`src/rtl/ysyx_25060170_lsu.sv`:
```
// Load/store unit between EXU and WBU: one outstanding bus transaction,
// sub-word store lane replication, load extraction/extension, misalign and timeout.
module ysyx_25060170_lsu #(
    parameter int MAX_WAIT = 255
) (
    input  logic        clk,
    input  logic        rst,
    input  logic        exu_valid_i,
    output logic        lsu_ready_o,
    input  logic [31:0] exu_result_i,
    input  logic [31:0] store_data_i,
    input  logic [1:0]  mem_op_i,
    input  logic [1:0]  mem_size_i,
    input  logic        mem_unsigned_i,
    input  logic [4:0]  rd_i,
    input  logic [1:0]  regS_i,
    input  logic        RegW_i,
    input  logic [31:0] PC_i,
    output logic        wbu_valid_o,
    input  logic        wbu_ready_i,
    output logic [31:0] wbu_result_o,
    output logic [4:0]  wbu_rd_o,
    output logic [1:0]  wbu_regS_o,
    output logic        wbu_RegW_o,
    output logic [31:0] wbu_PC_o,
    output logic        mem_req_o,
    output logic        mem_we_o,
    output logic [31:0] mem_addr_o,
    output logic [31:0] mem_wdata_o,
    output logic [3:0]  mem_wstrb_o,
    input  logic        mem_gnt_i,
    input  logic        mem_rvalid_i,
    input  logic [31:0] mem_rdata_i,
    output logic        misalign_o,
    output logic        timeout_o
);

    typedef enum logic [1:0] {ST_IDLE, ST_REQ, ST_WAIT, ST_OUT} state_t;

    // Timeout fires on the edge where the counter would reach MAX_WAIT.
    localparam logic [7:0] WAIT_LAST = 8'(MAX_WAIT - 1);

    function automatic logic misaligned(input logic [1:0] off, input logic [1:0] size);
        case (size)
            2'd0:    misaligned = 1'b0;
            2'd1:    misaligned = off[0];
            default: misaligned = (off != 2'b00);
        endcase
    endfunction

    function automatic logic [31:0] store_lanes(input logic [31:0] data, input logic [1:0] size);
        case (size)
            2'd0:    store_lanes = {4{data[7:0]}};
            2'd1:    store_lanes = {2{data[15:0]}};
            default: store_lanes = data;
        endcase
    endfunction

    function automatic logic [3:0] store_strobe(input logic [1:0] off, input logic [1:0] size);
        case (size)
            2'd0:    store_strobe = 4'b0001 << off;
            2'd1:    store_strobe = 4'b0011 << off;
            default: store_strobe = 4'b1111;
        endcase
    endfunction

    function automatic logic [31:0] load_extend(input logic [31:0] rdata, input logic [1:0] off,
                                                input logic [1:0] size, input logic uns);
        logic [7:0]  b;
        logic [15:0] h;
        b = rdata[{off, 3'b000} +: 8];
        h = rdata[{off[1], 4'b0000} +: 16];
        case (size)
            2'd0:    load_extend = uns ? {24'h000000, b} : {{24{b[7]}}, b};
            2'd1:    load_extend = uns ? {16'h0000, h} : {{16{h[15]}}, h};
            default: load_extend = rdata;
        endcase
    endfunction

    state_t      state_r, next_s;
    logic [7:0]  cnt_r;
    logic        ready_r, valid_r, req_r, we_r, misal_r, timeout_r;
    logic        accept_s, go_timeout_s, is_mem_s, misal_s, store_s;
    logic [31:0] result_r, pc_r, addr_r, wdata_r;
    logic [4:0]  rd_r;
    logic [1:0]  regs_r, op_r, size_r, off_r;
    logic        regw_r, uns_r;
    logic [3:0]  wstrb_r;

    // Next-state decode and accept/timeout qualification.
    always_comb begin
        next_s       = state_r;
        accept_s     = 1'b0;
        go_timeout_s = 1'b0;
        is_mem_s     = (mem_op_i == 2'd1) || (mem_op_i == 2'd2);
        misal_s      = is_mem_s && misaligned(exu_result_i[1:0], mem_size_i);
        store_s      = (state_r == ST_IDLE) ? (mem_op_i == 2'd2) : (op_r == 2'd2);
        case (state_r)
            ST_IDLE: begin
                if (exu_valid_i && ready_r) begin
                    accept_s = 1'b1;
                    if (is_mem_s && !misal_s) next_s = ST_REQ;
                    else                      next_s = ST_OUT;
                end else begin
                    next_s = ST_IDLE;
                end
            end
            ST_REQ: begin
                if (mem_gnt_i) begin
                    next_s = ST_WAIT;
                end else if (cnt_r == WAIT_LAST) begin
                    next_s       = ST_OUT;
                    go_timeout_s = 1'b1;
                end else begin
                    next_s = ST_REQ;
                end
            end
            ST_WAIT: begin
                if (mem_rvalid_i) begin
                    next_s = ST_OUT;
                end else if (cnt_r == WAIT_LAST) begin
                    next_s       = ST_OUT;
                    go_timeout_s = 1'b1;
                end else begin
                    next_s = ST_WAIT;
                end
            end
            ST_OUT: begin
                if (wbu_ready_i) next_s = ST_IDLE;
                else             next_s = ST_OUT;
            end
            default: next_s = ST_IDLE;
        endcase
    end

    // State register, wait counter and registered handshake/status flags.
    always_ff @(posedge clk or negedge rst) begin
        if (!rst) begin
            state_r   <= ST_IDLE;
            cnt_r     <= 8'd0;
            ready_r   <= 1'b0;
            valid_r   <= 1'b0;
            req_r     <= 1'b0;
            we_r      <= 1'b0;
            misal_r   <= 1'b0;
            timeout_r <= 1'b0;
        end else begin
            state_r <= next_s;
            ready_r <= (next_s == ST_IDLE);
            valid_r <= (next_s == ST_OUT);
            req_r   <= (next_s == ST_REQ);
            we_r    <= (next_s == ST_REQ) && store_s;
            if (accept_s)                                     cnt_r <= 8'd0;
            else if (state_r == ST_REQ || state_r == ST_WAIT) cnt_r <= cnt_r + 8'd1;
            if (accept_s)                                misal_r <= misal_s;
            else if (state_r == ST_OUT && wbu_ready_i)   misal_r <= 1'b0;
            if (go_timeout_s)                            timeout_r <= 1'b1;
            else if (state_r == ST_OUT && wbu_ready_i)   timeout_r <= 1'b0;
        end
    end

    // Transaction latch at accept; load data and timeout squash update it later.
    always_ff @(posedge clk or negedge rst) begin
        if (!rst) begin
            result_r <= 32'h0;
            pc_r     <= 32'h0;
            rd_r     <= 5'd0;
            regs_r   <= 2'd0;
            regw_r   <= 1'b0;
            op_r     <= 2'd0;
            size_r   <= 2'd0;
            uns_r    <= 1'b0;
            off_r    <= 2'd0;
            addr_r   <= 32'h0;
            wdata_r  <= 32'h0;
            wstrb_r  <= 4'h0;
        end else if (accept_s) begin
            result_r <= exu_result_i;
            pc_r     <= PC_i;
            rd_r     <= rd_i;
            regs_r   <= (mem_op_i == 2'd1) ? 2'd0 : regS_i;
            regw_r   <= RegW_i && (mem_op_i != 2'd2) && !misal_s;
            op_r     <= mem_op_i;
            size_r   <= mem_size_i;
            uns_r    <= mem_unsigned_i;
            off_r    <= exu_result_i[1:0];
            addr_r   <= {exu_result_i[31:2], 2'b00};
            wdata_r  <= store_lanes(store_data_i, mem_size_i);
            wstrb_r  <= (mem_op_i == 2'd2) ? store_strobe(exu_result_i[1:0], mem_size_i) : 4'b0000;
        end else if (state_r == ST_WAIT && mem_rvalid_i && op_r == 2'd1) begin
            result_r <= load_extend(mem_rdata_i, off_r, size_r, uns_r);
        end else if (go_timeout_s) begin
            regw_r <= 1'b0;
        end
    end

    assign lsu_ready_o  = ready_r;
    assign wbu_valid_o  = valid_r;
    assign wbu_result_o = result_r;
    assign wbu_rd_o     = rd_r;
    assign wbu_regS_o   = regs_r;
    assign wbu_RegW_o   = regw_r;
    assign wbu_PC_o     = pc_r;
    assign mem_req_o    = req_r;
    assign mem_we_o     = we_r;
    assign mem_addr_o   = addr_r;
    assign mem_wdata_o  = wdata_r;
    assign mem_wstrb_o  = wstrb_r;
    assign misalign_o   = misal_r;
    assign timeout_o    = timeout_r;

endmodule

```
`config.mk`:
```
export PLATFORM = sky130hd
export DESIGN_NAME = ysyx_25060170_lsu
export DESIGN_NICKNAME = d
export VERILOG_FILES = /design/src/rtl/ysyx_25060170_lsu.sv
export SDC_FILE = /design/constraint.sdc
export NUM_CORES = 1
export LEC_CHECK = 0
export BUFFER_PORTS_ARGS = -buffer_cell sky130_fd_sc_hd__buf_2
export CORE_MARGIN = 2
export CORE_UTILIZATION = 53
export CTS_CLUSTER_SIZE = 12
export DETAILED_ROUTE_END_ITERATION = 12
export PLACE_DENSITY_LB_ADDON = 0.25
export RECOVER_POWER = 25
export SYNTH_ARGS = -nofsm -noshare
export SYNTH_HDL_FRONTEND = slang
export SYNTH_SLANG_ARGS = --single-unit
export TNS_END_PERCENT = 100
```
`constraint.sdc`:
```
create_clock -name clk -period 3.1 [get_ports clk]
set_input_delay 0.62 -clock clk [delete_from_list [all_inputs] [get_ports clk]]
set_output_delay 0.62 -clock clk [all_outputs]
set_load 0.02 [all_outputs]
```
== Yosys cells after proc, flatten, opt, wreduce, memory -nomap -nowiden ==
Index checks and enable logic that the tools add are counted.

* Bits in registers: 161
* Input bits: 147
* Output and inout port bits: 146

* Add/sub/neg operators: 1
* Equal/unequal tests: 14
* Shift operators: 4
* Multiplexer cells: 33
* Reductions and logical operators: 23

{| class="wikitable"
|+ Operator list
! kind !! number
|-
| 2-to-1 mux 32 bit || 4
|-
| case mux 32 bit (2 select lines) || 2
|-
| variable part select 32 x 6 -> 16 bit || 1
|-
| variable part select 32 x 6 -> 8 bit || 1
|-
| 2-to-1 mux 8 bit || 2
|-
| 2-to-1 mux 1 bit || 14
|-
| == test 2 x 1 -> 1 bit, second input constant || 6
|-
| 2-to-1 mux 2 bit || 6
|-
| nonzero test 2 bit || 6
|-
| == test 2 bit, second input constant || 5
|-
| logical AND 1 bit || 9
|-
| adder 8 x 1 -> 8 bit, second input constant || 1
|-
| == test 8 bit, second input constant || 1
|-
| logical NOT 2 bit || 4
|-
| case mux 2 bit (4 select lines) || 1
|-
| case mux 4 bit (2 select lines) || 1
|-
| 2-to-1 mux 4 bit || 1
|-
| != test 2 bit, second input constant || 2
|-
| case mux 1 bit (2 select lines) || 2
|-
| left shift 1 x 2 -> 4 bit, first input constant || 1
|-
| left shift 2 x 2 -> 4 bit, first input constant || 1
|-
| logical OR 1 bit || 2
|-
| AND reduction 2 bit || 1
|-
| logical NOT 1 bit || 1
|}

== Logic depth before layout (Yosys ltp) ==
* Depth after elaboration: 10
* Gate-level depth with buffers: 8
* Mapped depth without buffers: 7

== Worst setup path before layout ==
No wires, ideal clock.

* Path type: register to register
* From: register state_r[0]
* To: register result_r[22], in the netlist wbu_result_o[22]
* Arrival: 1.767 ns
* Required time: 3.019 ns
* Path slack: 1.251 ns
* Cell stages (with the launch flop): 9
* Period minus slack after synthesis: 1.849 ns
* Cells stage by stage: dfrtp_1 inv_1 ha_1 and4b_1 buf_2 nand2_1 a2111o_1 buf_6 o211ai_2

* Longest elaborated chain between the ends: 4
* Elaborated cells between the ends (all ways): 7

{| class="wikitable"
|+ RTL lines
! what !! line !! RTL
|-
| start, declared || 80 || <nowiki>state_t state_r, next_s;</nowiki>
|-
| start signal, assigned || 148 || <nowiki>state_r <= next_s;</nowiki>
|-
| == test 2 bit || 190 || <nowiki>end else if (state_r == ST_WAIT && mem_rvalid_i && op_r == 2'd1) begin</nowiki>
|-
| logical AND 1 bit (2 in series) || 190 ||
|-
| nonzero test 2 bit (no line) || -- ||
|-
| end signal, assigned || 178 || <nowiki>result_r <= exu_result_i;</nowiki>
|-
| end signal, assigned || 191 || <nowiki>result_r <= load_extend(mem_rdata_i, off_r, size_r, uns_r);</nowiki>
|-
| end, declared || 84 || <nowiki>logic [31:0] result_r, pc_r, addr_r, wdata_r;</nowiki>
|}

Parallel ways exist; a longest one is shown, timed or not.
A chain may end at the register's enable or synchronous reset.

==> metrics.md <==
| Metric | Value |
|---|---|
| WL final | 21,400 µm |
| DR WL/cell | 16.9 µm |
| CP max-delay cell | clkbuf_2 |
| Worst VDD drop | 0.516 mV |
| Post-synth EDFFs | 0 |
| Placed cells | 1,232 |
| Total global-route track usage | 28.6% |
| Fmax achieved | 432 MHz |
| Layout Nets | 1,226 |
| Total core area | 0.0137 mm² |
| Pwr dens | 1080 mW/mm² |
| Routed Antenna Nets | 0 |
| Status | finished clean |
| Postcts setup bufs | 0 |
| Hold Path Class | input pin to flop |
| RSZ-0062 raised after global routing | false |
| Cell area after placement | 0.00897 mm² |
| Synthesized area | 0.00738 mm² |
| Core Util, Final | 70.3% |
| Critical path endpoint category | async pin |
| Initial core utilization | 53.8% |
| Hold Buf Count CTS | 0 |
| Slew HR | 3.86% |
| DR iter-0 viols | 586 |
| Simple-gate portion of the synthesized area | 21.0% |
| Vias in the first global route | 6,527 |
| Final Setup Violations | 0 |
| Layout cell share with drive strength beyond 1 | 32.6% |
| Die H | 122 µm |
| Fin area | 0.00964 mm² |
| CTS sink count | 161 |
| Met1 Wirelength | 8630 µm |
| Post-Synth XOR/XNOR Area | 0.712% |
| Routability-driven placement congestion ratio | 0.926 |
| Area delta synth->final | 30.7% |
| Clk Latency, worst-skew pair | 420 ps |
| Mux cell area share after synthesis | 5.72% |
| Non-Filler Instances | 1,265 |
| Met2 routed WL | 10,500 µm |
| # H-tree levels | 4 |
| Worst Tran Pin Value | 1440 ps |
| Die X | 122 µm |
| Via count | 6,828 |
| Ys flop type | dfrtp_1 |
| Final Max Slew Viols | 0 |
| Vias/cell | 5.40 |
| Setup crit start kind | input pin |
| Grt ovf | 0 |
| Synth Area in Adders | 1.36% |
| CP max FO | 71 |
| DP Wirelength | 15,600 µm |
| CTS max path bufs | 2 |
| Post-CTS Resized | 0 |
| First-pass GRT wire length | 32,800 µm |
| Ys async rst share | 100% |
| Compound-cell area share of the yosys netlist | 12.9% |
| Reg clk slew, reported paths | 60 ps |
| Pre-antenna DRT Iters | 5 |
| Critical Path RT | 3510 ps |
| Clock period minus worst slack | 2320 ps |
| Cells after synthesis | 805 |
| Static Leakage | 5.30 nW |
| Seq cells post-synth | 161 |
| Pin count of the biggest net entering global routing | 132 |
| Worst path cell trace | clkbuf_2 > clkbuf_4 |
| # IOs | 293 |
| Row cnt | 43 |
| Maxcap violations | 0 |
| Top Metal Used | met4 |
| Port bufs | 290 |
| CTS tree | done |
| Clock root cell | clkbuf_16 |
| Crit-path max cell delay | 1020 ps |
| CP arrival | 2720 ps |
| Largest family of logic cells by synthesized area | simple AND/OR/NAND/NOR gates |
| CP Class | input pin to async pin |
| FILL cells | 1,095 |
| Sum Neg Setup Slack | 0 ps |
| Final period util | 74.7% |
| YS warnings | 0 |
| # DRC | 0 |
| Syn_area_per_cell | 9.16 µm² |
| Critical path buffers and inverters | 2 |
| CTS Buf Count | 17 |
| CP top delay family | buffers and inverters |
| Met3 wire len | 1870 µm |
| Die area | 0.0149 mm² |
| Final Skew | 6.86 ps |
| Final Hold Fails | 0 |
| Initial antenna violation count | 0 |
| Seq/Total Area, Yosys | 54.6% |
| Distinct cell type count after synthesis | 50 |
layer usage:
layer,vias up,global-route usage [%]
met1,3231,34.9
met5,-,0
met2,315,48.6
li1,3243,-
met3,39,8.05
met4,0,9.99
worst paths after layout:
kind	from	depth (start not counted)	slack, ps	to
worst max-delay path	rst	2	780	wbu_PC_o[19]$_DFFE_PN0P_
worst min-delay path	PC_i[2]	3	380	wbu_PC_o[2]$_DFFE_PN0P_
worst max register to register	off_r[1]$_DFFE_PN0P_	4	820	wbu_result_o[16]$_DFFE_PN0P_
worst min register to register	wbu_rd_o[4]$_DFFE_PN0P_	2	470	wbu_rd_o[4]$_DFFE_PN0P_
max in group clk	off_r[1]$_DFFE_PN0P_	4	820	wbu_result_o[16]$_DFFE_PN0P_
min in group asynchronous	rst	1	530	wbu_result_o[16]$_DFFE_PN0P_
placed cells by master, fill, tap and decap left out, types with 2 or more instances in the layout:
cell       instances
conb_1             2
clkbuf_1           3
a311oi_1           5
a22o_1             2
nand2_1          292
dfrtp_1          161
a22oi_1            8
o22ai_1            7
buf_4              8
a2111oi_0          3
o311ai_0           2
a21oi_1           36
and3_1            19
o21ai_0           56
clkinv_2           3
ha_1               8
buf_12             2
nor2_1            25
inv_1             11
o211ai_1           6
nand4_1            3
nor3_1            11
xnor2_1            2
clkbuf_16         17
o211ai_2          10
mux2i_1           32
buf_2            289
bufinv_16          7
mux2_2             9
xor2_1             4
nor2b_1            7
nor3b_1            2
nand3b_1           3
nand3_1            2
a221oi_1           4
cells by family after synthesis:
| group | after synthesis |
|---|---|
| simple gates | 374 |
| flops | 161 |
| compound gates | 148 |
| buf+inv | 66 |
| mux | 41 |
| fa+ha+maj | 8 |
| xor+xnor | 6 |
| other cells | 1 |
sequential cells by signal (all words and copies together) (netlist names), 2 cells and up:
signal and count:
mem_wdata_o 32, op_r 2, wbu_PC_o 32, wbu_result_o 32, cnt_r 8, state_r 2
size_r 2, mem_wstrb_o 4, wbu_regS_o 2, wbu_rd_o 5, mem_addr_o 30, off_r 2
Yosys cell counts, types with 3 or more instances:
master | count | area [µm²]
nand2_1 | 292 | 1100
dfrtp_1 | 161 | 4030
o21ai_0 | 56 | 280
clkbuf_1 | 44 | 165
a21oi_1 | 36 | 180
mux2i_1 | 32 | 320
nor2_1 | 25 | 93.8
and3_1 | 20 | 125
inv_1 | 11 | 41.3
nor3_1 | 11 | 55.1
o211ai_2 | 10 | 125
mux2_2 | 9 | 101
a22oi_1 | 8 | 60.1
ha_1 | 8 | 100
nor2b_1 | 7 | 43.8
o22ai_1 | 7 | 43.8
buf_2 | 6 | 30.0
o211ai_1 | 6 | 45.0
a311oi_1 | 5 | 43.8
a221oi_1 | 4 | 35.0
xor2_1 | 4 | 35.0
a2111oi_0 | 3 | 26.3
nand3_1 | 3 | 15.0
nand3b_1 | 3 | 22.5
nand4_1 | 3 | 18.8
layout make-up:
class	instances	area, µm²	share of cell area [%]
clock buffers	21	450	4.67
flip-flops and latches	161	4030	41.8
clock inverters	11	233	2.41
repair buffers	301	1560	16.2
well taps	180	225	2.34
diodes	1	2.50	0.0260
inverters	11	41.3	0.428
multi-input cells	579	3100	32.1
through the flow:
stage               hold WS (ps)  total power, mW  worst slack (ps)
floorplan                    324             6.40              1250
global placement             451             7.87               873
detailed placement           456             8.00               807
CTS                          175             10.5               804
global route                 375             11.1               392
finish                       382             10.4               783
power by group:
| group | total, mW | switching, mW | leakage [nW] | internal [mW] |
|---|---|---|---|---|
| Clock | 2.44 | 0.826 | 0.331 | 1.61 |
| Sequential | 3.66 | 0.613 | 2.02 | 3.05 |
| Combinational | 4.31 | 2.82 | 2.95 | 1.49 |
| Total | 10.4 | 4.26 | 5.30 | 6.14 |
Power figures use the tool's default switching activity.
